## config.mk

```make
export PLATFORM = sky130hd
export DESIGN_NAME = mcu_multi_cycle_control_flat
export DESIGN_NICKNAME = d
export VERILOG_FILES = /design/src/rtl/mcu_multi_cycle_control_pkg.sv /design/src/rtl/mcu_multi_cycle_control_if.sv /design/src/rtl/mcu_multi_cycle_control_mem_wait_timer.sv /design/src/rtl/mcu_multi_cycle_control.sv /design/src/flat_wrapper.sv
export SDC_FILE = /design/constraint.sdc
export NUM_CORES = 1
export LEC_CHECK = 0
export CAP_MARGIN = 20
export CORE_MARGIN = 10
export CORE_UTILIZATION = 45
export CTS_CLUSTER_SIZE = 10
export DETAILED_ROUTE_END_ITERATION = 16
export PLACE_DENSITY = 0.83
export SLEW_MARGIN = 20
export SYNTH_ARGS = -nofsm -noshare
export SYNTH_HDL_FRONTEND = slang
export SYNTH_SLANG_ARGS = --single-unit
```

## constraint.sdc

```tcl
create_clock -name clk -period 3.27 [get_ports clk]
set_input_delay 0.654 -clock clk [delete_from_list [all_inputs] [get_ports clk]]
set_output_delay 0.654 -clock clk [all_outputs]
set_load 0.005 [all_outputs]
```

## src/rtl/mcu_multi_cycle_control_pkg.sv

```systemverilog
// Shared encodings for the multi-cycle MCU controller: states, opcodes, datapath selects.
// Imported by the interface, the wait timer and the controller top.
package mcu_ctrl_pkg;

  typedef enum logic [2:0] {
    S_FETCH  = 3'd0,
    S_DECODE = 3'd1,
    S_EXEC   = 3'd2,
    S_MEM    = 3'd3,
    S_WB     = 3'd4,
    S_HALT   = 3'd5
  } state_t;

  localparam logic [3:0] OP_ADDI  = 4'b1000;
  localparam logic [3:0] OP_LOAD  = 4'b1001;
  localparam logic [3:0] OP_STORE = 4'b1010;
  localparam logic [3:0] OP_BEQ   = 4'b1011;
  localparam logic [3:0] OP_JMP   = 4'b1100;
  localparam logic [3:0] OP_ILL0  = 4'b1101;
  localparam logic [3:0] OP_ILL1  = 4'b1110;
  localparam logic [3:0] OP_HALT  = 4'b1111;

  localparam logic [3:0] ALU_ADD = 4'b0000;
  localparam logic [3:0] ALU_SUB = 4'b0001;

  localparam logic [1:0] PC_SRC_SEQ    = 2'd0;
  localparam logic [1:0] PC_SRC_BRANCH = 2'd1;
  localparam logic [1:0] PC_SRC_JUMP   = 2'd2;

  localparam logic [1:0] SRCB_REG = 2'd0;
  localparam logic [1:0] SRCB_ONE = 2'd1;
  localparam logic [1:0] SRCB_IMM = 2'd2;

  localparam int WAIT_LIMIT_DEF = 8;

  // R-type ALU ops occupy the lower half of the opcode space
  function automatic logic is_rtype(input logic [3:0] op);
    return ~op[3];
  endfunction

  function automatic logic is_illegal(input logic [3:0] op);
    return (op == OP_ILL0) || (op == OP_ILL1);
  endfunction

endpackage

```

## src/rtl/mcu_multi_cycle_control_if.sv

```systemverilog
// Controller <-> datapath bundle. master = controller, slave = datapath/memory side.
// PERF_COUNTER_EN adds the cycle_cnt/instr_cnt signals.
interface mcu_ctrl_if #(
  parameter int CNT_W = 16
);
  logic [3:0] opcode;
  logic       zero;
  logic       mem_ready;
  logic       ir_write;
  logic       pc_write;
  logic [1:0] pc_src;
  logic       mem_read;
  logic       mem_write;
  logic       mem_addr_sel;
  logic       alu_src_a;
  logic [1:0] alu_src_b;
  logic [3:0] alu_op;
  logic       reg_write;
  logic       wb_sel;
  logic [2:0] state;
  logic       halted;
  logic       bus_err;
  logic       illegal_op;
`ifdef PERF_COUNTER_EN
  logic [CNT_W-1:0] cycle_cnt;
  logic [CNT_W-1:0] instr_cnt;
`endif

  modport master (
    input  opcode, zero, mem_ready,
    output ir_write, pc_write, pc_src, mem_read, mem_write, mem_addr_sel,
           alu_src_a, alu_src_b, alu_op, reg_write, wb_sel,
           state, halted, bus_err, illegal_op
`ifdef PERF_COUNTER_EN
    , output cycle_cnt, instr_cnt
`endif
  );

  modport slave (
    output opcode, zero, mem_ready,
    input  ir_write, pc_write, pc_src, mem_read, mem_write, mem_addr_sel,
           alu_src_a, alu_src_b, alu_op, reg_write, wb_sel,
           state, halted, bus_err, illegal_op
`ifdef PERF_COUNTER_EN
    , input cycle_cnt, instr_cnt
`endif
  );
endinterface

```

## src/rtl/mcu_multi_cycle_control_mem_wait_timer.sv

```systemverilog
// Counts consecutive stalled memory cycles; flags a timeout on the WAIT_LIMIT-th stall
// and keeps a sticky bus error until clear.
module mcu_mem_wait_timer #(
  parameter int WAIT_LIMIT = 8
) (
  input  logic clk,
  input  logic clear,
  input  logic i_active,
  input  logic i_mem_ready,
  output logic o_timeout,
  output logic o_bus_err
);
  localparam int W = $clog2(WAIT_LIMIT + 1);

  logic [W-1:0] r_cnt;
  logic         r_bus_err;
  logic         w_stall;

  assign w_stall   = i_active & ~i_mem_ready;
  // r_cnt holds completed stalls, so this cycle is stall number r_cnt+1
  assign o_timeout = w_stall & (r_cnt == W'(WAIT_LIMIT - 1));
  assign o_bus_err = r_bus_err;

  always_ff @(posedge clk) begin
    if (clear) begin
      r_cnt     <= '0;
      r_bus_err <= 1'b0;
    end else begin
      if (w_stall && !o_timeout) r_cnt <= r_cnt + 1'b1;
      else                       r_cnt <= '0;
      if (o_timeout) r_bus_err <= 1'b1;
    end
  end
endmodule

```

## src/rtl/mcu_multi_cycle_control.sv

```systemverilog
// Multi-cycle MCU control FSM: sequences fetch/decode/exec/mem/writeback over a shared datapath.
// Optional PERF_COUNTER_EN adds cycle and retired-instruction counters.
//
//   state  | meaning
//   FETCH  | read instruction at PC; on ready load IR and PC+1
//   DECODE | compute branch target; JMP/HALT/illegal resolved here
//   EXEC   | ALU op, address calc, or BEQ compare
//   MEM    | data access at ALUOut
//   WB     | register file write from ALUOut or MDR
//   HALT   | stopped until clear
module mcu_multi_cycle_control
  import mcu_ctrl_pkg::*;
#(
  parameter int WAIT_LIMIT = WAIT_LIMIT_DEF
`ifdef PERF_COUNTER_EN
  , parameter int CNT_W = 16
`endif
) (
  input  logic       clk,
  input  logic       clear,
  mcu_ctrl_if.master bus
);
  state_t     r_state;
  state_t     w_next;
  logic       w_ir_write;
  logic       w_pc_write;
  logic [1:0] w_pc_src;
  logic       w_mem_read;
  logic       w_mem_write;
  logic       w_mem_addr_sel;
  logic       w_alu_src_a;
  logic [1:0] w_alu_src_b;
  logic [3:0] w_alu_op;
  logic       w_reg_write;
  logic       w_wb_sel;
  logic       w_halted;
  logic       w_illegal_op;
  logic       w_timeout;
  logic       w_bus_err;
  logic       w_mem_active;

  assign w_mem_active = (r_state == S_FETCH) || (r_state == S_MEM);

  mcu_mem_wait_timer #(.WAIT_LIMIT(WAIT_LIMIT)) u_wait_timer (
    .clk         (clk),
    .clear       (clear),
    .i_active    (w_mem_active),
    .i_mem_ready (bus.mem_ready),
    .o_timeout   (w_timeout),
    .o_bus_err   (w_bus_err)
  );

  always_ff @(posedge clk) begin
    if (clear) r_state <= S_FETCH;
    else       r_state <= w_next;
  end

  always_comb begin
    w_next         = r_state;
    w_ir_write     = 1'b0;
    w_pc_write     = 1'b0;
    w_pc_src       = PC_SRC_SEQ;
    w_mem_read     = 1'b0;
    w_mem_write    = 1'b0;
    w_mem_addr_sel = 1'b0;
    w_alu_src_a    = 1'b0;
    w_alu_src_b    = SRCB_REG;
    w_alu_op       = ALU_ADD;
    w_reg_write    = 1'b0;
    w_wb_sel       = 1'b0;
    w_halted       = 1'b0;
    w_illegal_op   = 1'b0;
    case (r_state)
      S_FETCH: begin
        w_mem_read  = 1'b1;
        w_alu_src_b = SRCB_ONE;
        if (w_timeout) begin
          w_next = S_HALT;
        end else if (bus.mem_ready) begin
          w_ir_write = 1'b1;
          w_pc_write = 1'b1;
          w_next     = S_DECODE;
        end
      end
      S_DECODE: begin
        w_alu_src_b = SRCB_IMM;
        if (bus.opcode == OP_JMP) begin
          w_pc_write = 1'b1;
          w_pc_src   = PC_SRC_JUMP;
          w_next     = S_FETCH;
        end else if (bus.opcode == OP_HALT) begin
          w_next = S_HALT;
        end else if (is_illegal(bus.opcode)) begin
          w_illegal_op = 1'b1;
          w_next       = S_FETCH;
        end else begin
          w_next = S_EXEC;
        end
      end
      S_EXEC: begin
        w_alu_src_a = 1'b1;
        if (is_rtype(bus.opcode)) begin
          w_alu_src_b = SRCB_REG;
          w_alu_op    = bus.opcode;
          w_next      = S_WB;
        end else if (bus.opcode == OP_BEQ) begin
          w_alu_src_b = SRCB_REG;
          w_alu_op    = ALU_SUB;
          w_pc_src    = PC_SRC_BRANCH;
          w_pc_write  = bus.zero;
          w_next      = S_FETCH;
        end else begin
          w_alu_src_b = SRCB_IMM;
          w_next      = (bus.opcode == OP_ADDI) ? S_WB : S_MEM;
        end
      end
      S_MEM: begin
        w_mem_addr_sel = 1'b1;
        w_mem_read     = (bus.opcode == OP_LOAD);
        w_mem_write    = (bus.opcode == OP_STORE);
        if (w_timeout)          w_next = S_HALT;
        else if (bus.mem_ready) w_next = (bus.opcode == OP_LOAD) ? S_WB : S_FETCH;
      end
      S_WB: begin
        w_reg_write = 1'b1;
        w_wb_sel    = (bus.opcode == OP_LOAD);
        w_next      = S_FETCH;
      end
      S_HALT: begin
        w_halted = 1'b1;
      end
      default: w_next = S_FETCH;
    endcase
  end

  // clear overrides everything so an in-flight access cannot commit
  assign bus.ir_write     = ~clear & w_ir_write;
  assign bus.pc_write     = ~clear & w_pc_write;
  assign bus.pc_src       = clear ? 2'd0 : w_pc_src;
  assign bus.mem_read     = ~clear & w_mem_read;
  assign bus.mem_write    = ~clear & w_mem_write;
  assign bus.mem_addr_sel = ~clear & w_mem_addr_sel;
  assign bus.alu_src_a    = ~clear & w_alu_src_a;
  assign bus.alu_src_b    = clear ? 2'd0 : w_alu_src_b;
  assign bus.alu_op       = clear ? 4'd0 : w_alu_op;
  assign bus.reg_write    = ~clear & w_reg_write;
  assign bus.wb_sel       = ~clear & w_wb_sel;
  assign bus.state        = clear ? 3'd0 : r_state;
  assign bus.halted       = ~clear & w_halted;
  assign bus.bus_err      = ~clear & w_bus_err;
  assign bus.illegal_op   = ~clear & w_illegal_op;

`ifdef PERF_COUNTER_EN
  logic [CNT_W-1:0] r_cycle_cnt;
  logic [CNT_W-1:0] r_instr_cnt;
  logic             w_retire;

  assign w_retire = (r_state inside {S_DECODE, S_EXEC, S_MEM, S_WB}) && (w_next == S_FETCH);

  always_ff @(posedge clk) begin
    if (clear) begin
      r_cycle_cnt <= '0;
      r_instr_cnt <= '0;
    end else begin
      if (r_state != S_HALT) r_cycle_cnt <= r_cycle_cnt + 1'b1;
      if (w_retire)          r_instr_cnt <= r_instr_cnt + 1'b1;
    end
  end

  assign bus.cycle_cnt = clear ? '0 : r_cycle_cnt;
  assign bus.instr_cnt = clear ? '0 : r_instr_cnt;
`endif
endmodule

```

## src/flat_wrapper.sv

```systemverilog
// flat-port wrapper written by rule: the top's interface ports become plain ports
module mcu_multi_cycle_control_flat import mcu_ctrl_pkg::*;
#(
  parameter int WAIT_LIMIT = WAIT_LIMIT_DEF

)
  (clk, clear, bus_opcode, bus_zero, bus_mem_ready, bus_ir_write, bus_pc_write, bus_pc_src, bus_mem_read, bus_mem_write, bus_mem_addr_sel, bus_alu_src_a, bus_alu_src_b, bus_alu_op, bus_reg_write, bus_wb_sel, bus_state, bus_halted, bus_bus_err, bus_illegal_op);
  mcu_ctrl_if bus_i ();
  input  logic clk;
  input  logic clear;
  input wire logic [$bits(bus_i.opcode)-1:0] bus_opcode;
  input wire logic [$bits(bus_i.zero)-1:0] bus_zero;
  input wire logic [$bits(bus_i.mem_ready)-1:0] bus_mem_ready;
  output wire logic [$bits(bus_i.ir_write)-1:0] bus_ir_write;
  output wire logic [$bits(bus_i.pc_write)-1:0] bus_pc_write;
  output wire logic [$bits(bus_i.pc_src)-1:0] bus_pc_src;
  output wire logic [$bits(bus_i.mem_read)-1:0] bus_mem_read;
  output wire logic [$bits(bus_i.mem_write)-1:0] bus_mem_write;
  output wire logic [$bits(bus_i.mem_addr_sel)-1:0] bus_mem_addr_sel;
  output wire logic [$bits(bus_i.alu_src_a)-1:0] bus_alu_src_a;
  output wire logic [$bits(bus_i.alu_src_b)-1:0] bus_alu_src_b;
  output wire logic [$bits(bus_i.alu_op)-1:0] bus_alu_op;
  output wire logic [$bits(bus_i.reg_write)-1:0] bus_reg_write;
  output wire logic [$bits(bus_i.wb_sel)-1:0] bus_wb_sel;
  output wire logic [$bits(bus_i.state)-1:0] bus_state;
  output wire logic [$bits(bus_i.halted)-1:0] bus_halted;
  output wire logic [$bits(bus_i.bus_err)-1:0] bus_bus_err;
  output wire logic [$bits(bus_i.illegal_op)-1:0] bus_illegal_op;
  assign bus_i.opcode = bus_opcode;
  assign bus_i.zero = bus_zero;
  assign bus_i.mem_ready = bus_mem_ready;
  assign bus_ir_write = bus_i.ir_write;
  assign bus_pc_write = bus_i.pc_write;
  assign bus_pc_src = bus_i.pc_src;
  assign bus_mem_read = bus_i.mem_read;
  assign bus_mem_write = bus_i.mem_write;
  assign bus_mem_addr_sel = bus_i.mem_addr_sel;
  assign bus_alu_src_a = bus_i.alu_src_a;
  assign bus_alu_src_b = bus_i.alu_src_b;
  assign bus_alu_op = bus_i.alu_op;
  assign bus_reg_write = bus_i.reg_write;
  assign bus_wb_sel = bus_i.wb_sel;
  assign bus_state = bus_i.state;
  assign bus_halted = bus_i.halted;
  assign bus_bus_err = bus_i.bus_err;
  assign bus_illegal_op = bus_i.illegal_op;
  mcu_multi_cycle_control #(.WAIT_LIMIT(WAIT_LIMIT)) u_core (.clk(clk), .clear(clear), .bus(bus_i));
endmodule
```

==> metrics, run 1 <==
commonest register cell after synthesis dfxtp_1; Setup Viol. Count Final 0; # clock sinks 8; top-area cell type share of the netlist area 0.216; Post-DP HPWL 1.73 mm; P per Cell Area between 200 and 300 nW/um2; Root Buffer clkbuf_4; Mapped Nets between 100 and 150; FP Rows 14; Critical Path Slowest Stage Cell or4b_4; DRT antenna net count 0; Final Cycle Share 0.946; Async SR Flop Fraction 0; internal power between 200 and 250 uW; largest net degree at the start of global routing 19; final net count between 100 and 150; worst skew pair latency between 0.2 and 0.3 ns; Setup WS pre-CTS -0.123 ns; final RePlAce weighted congestion between 0.8 and 0.9; chip height 60.6 um; # port buffers 28; Via-to-Cell Ratio 5.54; Worst Path Buf+Inv 2; DRT iter0 DRCs 11; clock network power share 0.231; Final Core Density 0.714; CTS tree built; Tot Pwr roughly 300 uW; core area 1520 um2; sequential share of the synthesized area 0.216; crit end category output port; cell taking the most area after synthesis dfxtp_1; share of post-route cells with drive strength above 1 0.126; Switching Share 0.316; Synth Warn # 0; Psw 96.7 uW; first-pass GRT wire length 3.48 mm; synthesized flop and latch total 8; total grt overflow 0; Hold Vio Cnt, Final 0; die area roughly 3700 um2; Post-Syn Instances between 100 and 150; RSZ-0062 raised after global routing false; critical path peak fanout 2; status complete, no violations; worst vdd ir roughly 230 uV; drt drc 0; Synth cell types 41; Worst EP required roughly 2.6 ns; commonest non-fill, non-tap cells in the layout clkdlybuf4s50_1 (25), nor2_1 (13), buf_4 (10); EDFF count, synth 0; cell area after placement between 1000 and 1500 um2; Clock transition at path regs 0.04 ns; final slew viol count 0; clock period minus final worst setup slack between 3 and 4 ns; combinational power share 0.416; drt wl/cell ~14 um; leakage power between 0.4 and 0.5 nW; H-tree levels 1; CTS buffer count 3; n_diodes 0; CP cell instances clkdlybuf4s50_1 -> nand2_2 -> or4b_4 -> a2bb2oi_1 -> a2111oi_2 -> dlygate4sd2_1; most common cell after layout, fill and taps aside clkdlybuf4s50_1; Initial Utilization 0.486; Worst Hold Class flip-flop to flip-flop; Setup crit start kind input pin; critical path arrival 2.44 ns; mapped cell area between 700 and 800 um2; kind of critical path input pin to output port; I/O pin total 30; main area contributors after synthesis dfxtp_1 (22%), nor2_1 (6.6%), nand2b_1 (4.2%), nor2b_1 (4.2%), nand3_1 (4.1%); vias in the first global route between 700 and 800; Die X roughly 61 um; maximum clock path buffer count 2; gr usage total 0.116; initial antenna violation count 0; maximum clock frequency around 320 MHz; Worst Skew 0.00484 ns; final wirelength roughly 2.1 mm; delay-heaviest family, CP buffers and inverters; setup ws final about 0.18 ns; number of max-cap violations 0; Non-Filler Cell Area, Final 1090 um2; slowest cell delay on critical path around 0.52 ns; vias around 840; syn avg cell area just over 7 um2; synthesis-to-finish area growth 47.0%; Pre-Repair DR Iteration Count 4; Seq pwr share 0.352
-- final cells by class --
cell class	count	area, um2
well taps	16	20.0
repair buffers	38	359
fillers	132	435
multi-input cells	80	504
inverters	6	22.5
clock buffers	3	22.5
flip-flops and latches	8	160
-- state kept, by name, indices dropped and copies added, names as in the netlist --
signal                         cells
u_core.r_state                     3
u_core.u_wait_timer.r_cnt          4
u_core.u_wait_timer.o_bus_err      1
-- metrics by stage --
stage          setup TNS (ns)  hold slack, ns  instances
2_1_floorplan               0           0.418        105
4_1_cts                     0           0.463        151
6_report                    0           0.459        151
3_5_place_dp           -0.123           0.455        148
3_3_place_gp           -0.110           0.433        148
5_1_grt                     0           0.480        151
-- cells by family (layout without fill, tap and decap cells) --
family,Yosys count,after routing,share of synthesized area
XOR/XNOR,4,4,0.0473
AND/OR/NAND/NOR,53,53,0.397
other,1,1,0.00506
flip-flops,8,8,0.216
AO/OA/AOI/OAI,20,20,0.201
adder cells (fa/ha/maj),1,1,0.0169
multiplexers,1,1,0.0135
buffers and inverters,17,47,0.103
-- cells in the mapped netlist (all sizes together) (3+ instances only) --
cell type / instances
a21oi: 3
and2: 3
buf: 6
clkbuf: 5
dfxtp: 8
inv: 6
nand2: 6
nand2b: 5
nand3: 6
nor2: 13
nor2b: 5
nor3: 4
nor4: 4
-- what timing repair did --
action,4_1_cts,5_1_grt
buffers inserted,0,0
gates resized for setup,1,2
hold buffers,0,0
gates cloned,0,0
pin swaps,0,0
setup endpoints to repair,1,2
-- routing by layer --
metal	part of all wire	global-route usage	up-vias	routed length [um]
li1	-	-	426	-
met1	0.43	0.135	380	912
met2	0.47	0.194	28	1000
met3	0.10	0.0438	2	215
met4	0.0047	0.0345	0	10
met5	0	0	-	0
-- power by group through the flow --
stage	clock (mW)	combinational, mW	sequential, mW
finish	0.0708	0.128	0.108
detailed placement	0	0.127	0.110
CTS	0.0746	0.128	0.108
global route	0.0779	0.142	0.108
global placement	0	0.125	0.109
floorplan	0	0.0785	0.107
-- worst paths after layout --
path / from / end / slack [ns] / depth (start not counted)
max: bus_opcode[3] / bus_pc_write / 0.18 / 6
min: u_core.u_wait_timer.r_cnt[0] / u_core.u_wait_timer.r_cnt[0] / 0.46 / 1
max reg2reg: u_core.r_state[2] / u_core.r_state[2] / 1.73 / 4
min reg2reg: u_core.u_wait_timer.r_cnt[0] / u_core.u_wait_timer.r_cnt[0] / 0.46 / 1
Power figures use the tool's default switching activity.
==> run 2: changes to the inputs <==
--- a/config.mk
+++ b/config.mk
@@ -7,10 +7,10 @@
 export LEC_CHECK = 0
 export CAP_MARGIN = 20
 export CORE_MARGIN = 10
-export CORE_UTILIZATION = 45
+export CORE_UTILIZATION = 38
 export CTS_CLUSTER_SIZE = 10
 export DETAILED_ROUTE_END_ITERATION = 16
-export PLACE_DENSITY = 0.83
+export PLACE_DENSITY = 0.75
 export SLEW_MARGIN = 20
 export SYNTH_ARGS = -nofsm -noshare
 export SYNTH_HDL_FRONTEND = slang
==> constraint.sdc (replaced) <==
create_clock -name clk -period 2.5 [get_ports clk]
set_input_delay 0.5 -clock clk [delete_from_list [all_inputs] [get_ports clk]]
set_output_delay 0.5 -clock clk [all_outputs]
set_load 0.005 [all_outputs]
==> run 2 against run 1 <==
Register-to-register slack got worse by 0.65 ns. Die area is 12% higher. Critical path depth decreased by 1. Largest cell class unchanged. Count of clock-buffer cells in the layout did not move. Flip-flop and latch count unchanged. Highest routed layer unchanged. Routed wire length increased by 11%.
==> metrics, run 2 (synthesis results as in run 1) <==
drt wl/cell 13.5 um (-4.7%); Worst Skew 0.000855 ns (-0.00398 ns); share of post-route cells with drive strength above 1 0.247 (+0.121); Setup WS pre-CTS -0.623 ns (-0.500 ns); H-tree levels 1 (unchanged); CP cell instances dlygate4sd2_1 -> buf_4 -> nand4bb_1 -> nor4_1 -> clkdlybuf4s50_1; Tot Pwr 426 uW (+39%); final RePlAce weighted congestion 0.784 (-11%); multi-input logic area 518 um2 (+2.7%); chip height 64.2 um (+5.9%); max reg flops 4 (unchanged); total grt overflow 0 (unchanged); setup ws final 0.0660 ns (-0.112 ns); DRT iter0 DRCs 17 (+6); CTS tree built; final net count 161 (+10%); first-pass GRT wire length 3.97 mm (+14%); buffer count from post-CTS setup fixing 0 (unchanged); core area 1780 um2 (+17%); Via-to-Cell Ratio 5.26 (-5.0%); most common cell after layout, fill and taps aside buf_4; final slew viol count 0 (unchanged); Hold Vio Cnt, Final 0 (unchanged); Initial Utilization 0.415 (-0.0706); Worst EP required 2.00 ns (-0.62 ns); DRT antenna net count 0 (unchanged); Critical Path Slowest Stage Cell clkdlybuf4s50_1; Clock transition at path regs 0.05 ns (about the same); Final Cycle Share 0.974; Biggest register u_core.u_wait_timer.r_cnt; gr usage total 0.115 (-0.00150); initial antenna violation count 0 (unchanged); synthesis-to-finish area growth 63.0%; Die X 64.2 um (+5.9%); maximum clock frequency approximately 400 MHz; # port buffers 28 (unchanged); worst vdd ir 238 uV (+1.4%); number of max-cap violations 0 (unchanged); P per Cell Area 353 nW/um2 (+25%); Setup crit start kind input pin; Final Core Density 0.677 (-0.0371); Root Buffer clkbuf_4; Worst Path Buf+Inv 3 (+1); vias in the first global route 835 (+9.9%); Post-DP HPWL 1.91 mm (+11%); number of fill cells 161 (+22%); leakage power 0.515 nW (+14%); crit end category output port; slowest cell delay on critical path 0.55 ns (+0.03 ns); FP Rows 15 (+1); RSZ-0062 raised after global routing true; n_diodes 0 (unchanged); Setup Viol. Count Final 0 (unchanged); Worst R2R Setup Slack 1.08 ns (-0.65 ns); Reg area 160 um2 (unchanged); worst hold slack 0.450 ns (-0.00949 ns); commonest non-fill, non-tap cells in the layout buf_4 (24), clkdlybuf4s50_1 (19), nor2_1 (13); Pre-Repair DR Iteration Count 4 (unchanged); clock period minus final worst setup slack around 2.4 ns; I/O pin total 30 (unchanged); critical path arrival 1.93 ns (-0.51 ns); delay-heaviest family, CP buffers and inverters; status complete, no violations; die area 4120 um2 (+12%); largest net degree at the start of global routing 19 (unchanged); final wirelength 2.37 mm (+11%); # clock sinks 8 (unchanged); worst skew pair latency 0.25 ns (about the same); vias 920 (+10%); drt drc 0 (unchanged); kind of critical path input pin to output port; maximum clock path buffer count 2 (unchanged); CTS buffer count 3 (unchanged); Worst Hold Class flip-flop to flip-flop; critical path peak fanout 5 (+3)
[run 2: cell count changes in the layout (fill, tap and decap cells not counted)]
cell	previous run	this run
buf_6	0	1
nor4_2	0	1
buf_2	0	1
clkdlybuf4s50_1	25	19
nor2b_4	0	1
clkbuf_2	0	2
nor2b_1	5	4
dlymetal6s2s_1	2	1
dlygate4sd2_1	1	5
buf_4	10	24
nor4_1	4	3
[run 2: final timing paths]
| check | from | endpoint | cells past startpoint |
|---|---|---|---|
| min | u_core.u_wait_timer.o_bus_err | u_core.u_wait_timer.o_bus_err | 2 |
| max | bus_opcode[1] | bus_wb_sel | 5 |
| max reg2reg | u_core.r_state[1] | u_core.r_state[2] | 5 |
| min reg2reg | u_core.u_wait_timer.o_bus_err | u_core.u_wait_timer.o_bus_err | 2 |
[run 2: area by class of cell]
class	count	area share
clock buffers	3	0.0187
inverters	6	0.0187
multi-input cells	80	0.429
flip-flops and latches	8	0.133
well taps	25	0.0259
repair buffers	53	0.375
[run 2: worst reg2reg max path: cells and delay by family (launching register included)]
family	cells	cell delay [ns]
buf+inv	1	0.18
flops	1	0.34
compound gates	2	0.46
simple gates	2	0.36
[run 2: layer usage]
layer,vias up,share of wire,global-route usage
li1,456,-,-
met1,414,0.44,0.135
met3,7,0.083,0.0366
met2,43,0.46,0.195
met4,0,0.012,0.0321
met5,-,0,0
[run 2: metrics by stage]
stage	setup TNS (ns)	instances	area (um2)
after floorplan	0	105	741
after global placement	-2.57	172	1190
after detailed placement	-3.03	172	1190
after CTS	0	175	1200
after global routing	-0.00717	175	1210
final	0	175	1210
[run 2: timing repair]
| item | 4_1_cts | 5_1_grt |
|---|---|---|
| endpoints found under the setup margin | 17 | 9 |
| hold buffers | 0 | 0 |
| endpoints found under the hold margin | 0 | 0 |
| pin swaps | 1 | 1 |
| cloned | 0 | 0 |
| gates resized for setup | 13 | 7 |
[run 2: where the power goes]
part           leakage [nW]  internal (mW)  total [mW]  switching (mW)
combinational         0.436         0.0983       0.186          0.0881
clock                0.0138         0.0550       0.101          0.0456
sequential           0.0651          0.135       0.139         0.00418
==> run 3: changes to the inputs <==
--- a/config.mk
+++ b/config.mk
@@ -5,11 +5,12 @@
 export SDC_FILE = /design/constraint.sdc
 export NUM_CORES = 1
 export LEC_CHECK = 0
-export CAP_MARGIN = 20
+export CORE_ASPECT_RATIO = 1.25
 export CORE_MARGIN = 10
 export CORE_UTILIZATION = 38
 export CTS_CLUSTER_SIZE = 10
 export DETAILED_ROUTE_END_ITERATION = 16
+export GPL_ROUTABILITY_DRIVEN = 0
 export PLACE_DENSITY = 0.75
 export SLEW_MARGIN = 20
 export SYNTH_ARGS = -nofsm -noshare
==> run 3 against run 2 <==
First-iteration DRC count increased by 88%. Cell area is 3.5% higher. Flip-flop and latch count is the same. Clock skew up 0.0051 ns. Hold slack is essentially flat. Count of clock-buffer cells in the layout is the same. Clock power fell by 6%. Worst setup slack better by 0.012 ns.
==> metrics, run 3 (synthesis results as in run 1) <==
Min-Delay Endpoint u_core.u_wait_timer.r_cnt[0]; CP cell instances clkdlybuf4s50_1 -> nand4b_1 -> buf_4 -> nor2_1 -> clkdlybuf4s50_1; Seq pwr share 0.319 (-0.007); drt drc 0 (unchanged); Worst R2R Setup Slack 1.02 ns (-0.06 ns); most frequent CP cell clkdlybuf4s50_1; slowest cell delay on critical path 0.53 ns (-0.02 ns); drt wl/cell 14.2 um (+5.0%); filler-free cell count of the finished design 173 (-1.1%); Setup Viol. Count Final 0 (unchanged); Worst Skew 0.00591 ns (+0.00505 ns); chip height 69.4 um (+8.1%); internal power 298 uW (+3.5%); number of fill cells 164 (+1.9%); Die X 59.5 um (-7.3%); Pre-Repair DR Iteration Count 4 (unchanged); DRT antenna net count 0 (unchanged); Clock transition at path regs 0.05 ns (about the same); Via-to-Cell Ratio 5.32 (+1.2%); critical path peak fanout 3 (-2); Worst Hold Class flip-flop to flip-flop; Hold Vio Cnt, Final 0 (unchanged); largest net degree at the start of global routing 19 (unchanged); first-pass GRT wire length 3.84 mm (-3.1%); Critical Path Slowest Stage Cell clkdlybuf4s50_1; Biggest register u_core.u_wait_timer.r_cnt; total grt overflow 0 (unchanged); leakage power 0.572 nW (+11%); share of post-route cells with drive strength above 1 0.266 (+0.0196); Worst EP required 2.00 ns (about the same); n_diodes 0 (unchanged); hold wc startpoint u_core.u_wait_timer.r_cnt[0]; CTS tree built; final wirelength 2.46 mm (+3.8%); kind of critical path input pin to output port; DRT iter0 DRCs 32 (+15); FP Rows 17 (+2); initial antenna violation count 0 (unchanged); end of the worst register-to-register path u_core.r_state[2]; Psw 137 uW (-0.50%); # clock sinks 8 (unchanged); commonest non-fill, non-tap cells in the layout buf_4 (27), clkdlybuf4s50_1 (16), nor2_1 (11); Hold Buf Count CTS 0 (unchanged); crit end category output port; H-tree levels 1 (unchanged); die area 4130 um2 (+0.27%); Final Cycle Share 0.969 (-0.00464); Switching Share 0.315 (-0.00852); Initial Utilization 0.410 (-0.00575); most common cell after layout, fill and taps aside buf_4; hold path depth 1 (-1); vias 920 (unchanged); clock period minus final worst setup slack 2.42 ns (-0.0116 ns); maximum clock path buffer count 2 (unchanged); cell area after placement 1170 um2 (-1.3%); max reg flops 4 (unchanged); final slew viol count 0 (unchanged); final net count 165 (+2.5%); gr usage total 0.109 (-0.00588); maximum clock frequency 413 MHz (+0.48%); core area 1810 um2 (+1.4%); number of max-cap violations 0 (unchanged); P per Cell Area 348 nW/um2 (-1.3%); r2r worst-path depth 6 (+1); worst vdd ir 489 uV (+110%); dpl cells 165 (-4.1%); status complete, no violations; combinational power share 0.463 (+0.025); Non-Filler Cell Area, Final 1250 um2 (+3.5%); synthesis-to-finish area growth 68.8%; # port buffers 28 (unchanged); vias in the first global route 850 (+1.8%); CTS buffer count 3 (unchanged); Root Buffer clkbuf_4; Setup crit start kind input pin; clock network power share 0.218 (-0.018); RR Startpoint u_core.r_state[1]; critical path arrival 1.92 ns (about the same); worst skew pair latency 0.25 ns (about the same); I/O pin total 30 (unchanged); Post-DP HPWL 1.92 mm (+0.11%)
==> run 3: power groups by stage <==
| stage | Combinational [mW] | Sequential, mW | Clock [mW] |
|---|---|---|---|
| finish | 0.201 | 0.139 | 0.0949 |
| detailed placement | 0.188 | 0.141 | 0 |
| global route | 0.219 | 0.140 | 0.108 |
| CTS | 0.186 | 0.138 | 0.0971 |
| global placement | 0.184 | 0.141 | 0 |
| floorplan | 0.103 | 0.140 | 0 |
==> run 3: cell type report <==
type | instances | area, um2 | share of cell area
Inverter | 6 | 22.5 | 0.0180
Timing Repair Buffer | 57 | 503 | 0.402
Tap cell | 19 | 23.8 | 0.0190
Sequential cell | 8 | 160 | 0.128
Multi-Input combinational cell | 80 | 518 | 0.414
Clock buffer | 3 | 22.5 | 0.0180
==> run 3: per-stage QoR <==
stage                      util  setup WS [ns]  hold slack, ns  setup TNS (ns)  total power, mW
after floorplan               -          0.329           0.418               0            0.242
after CTS                 0.662         0.0322           0.453               0            0.421
after detailed placement  0.648         -0.588           0.442           -2.39            0.329
after global placement    0.648         -0.572           0.429           -2.08            0.325
final                     0.691         0.0776           0.449               0            0.435
after global routing      0.691       -0.00224           0.470        -0.00224            0.467
==> run 3: routing by layer <==
layer,track usage,up-vias,share of wire
met5,0,-,0
met4,0.0174,0,0.0041
met3,0.0457,2,0.094
met2,0.182,36,0.50
met1,0.125,416,0.40
li1,-,466,-
==> run 3: worst max-delay path by stage <==
stage	start	end	slack [ns]	depth (start not counted)
floorplan	bus_opcode[2]	bus_pc_write	0.33	5
global placement	bus_opcode[2]	bus_pc_write	-0.57	6
detailed placement	bus_opcode[2]	bus_pc_write	-0.59	6
CTS	bus_opcode[1]	bus_alu_op[0]	0.03	5
global route	bus_opcode[2]	bus_pc_write	-0.002	6
finish	bus_opcode[1]	bus_pc_src[0]	0.08	5
==> run 3: timing repair <==
action,4_1_cts,5_1_grt
buffers inserted,1,4
setup endpoints to repair,12,5
pin swaps,0,1
gates resized for setup,17,4
==> run 3: critical path: cells and delay by family <==
family                 cells  cell delay, ns
buffers and inverters      3            1.19
AND/OR/NAND/NOR            2            0.22
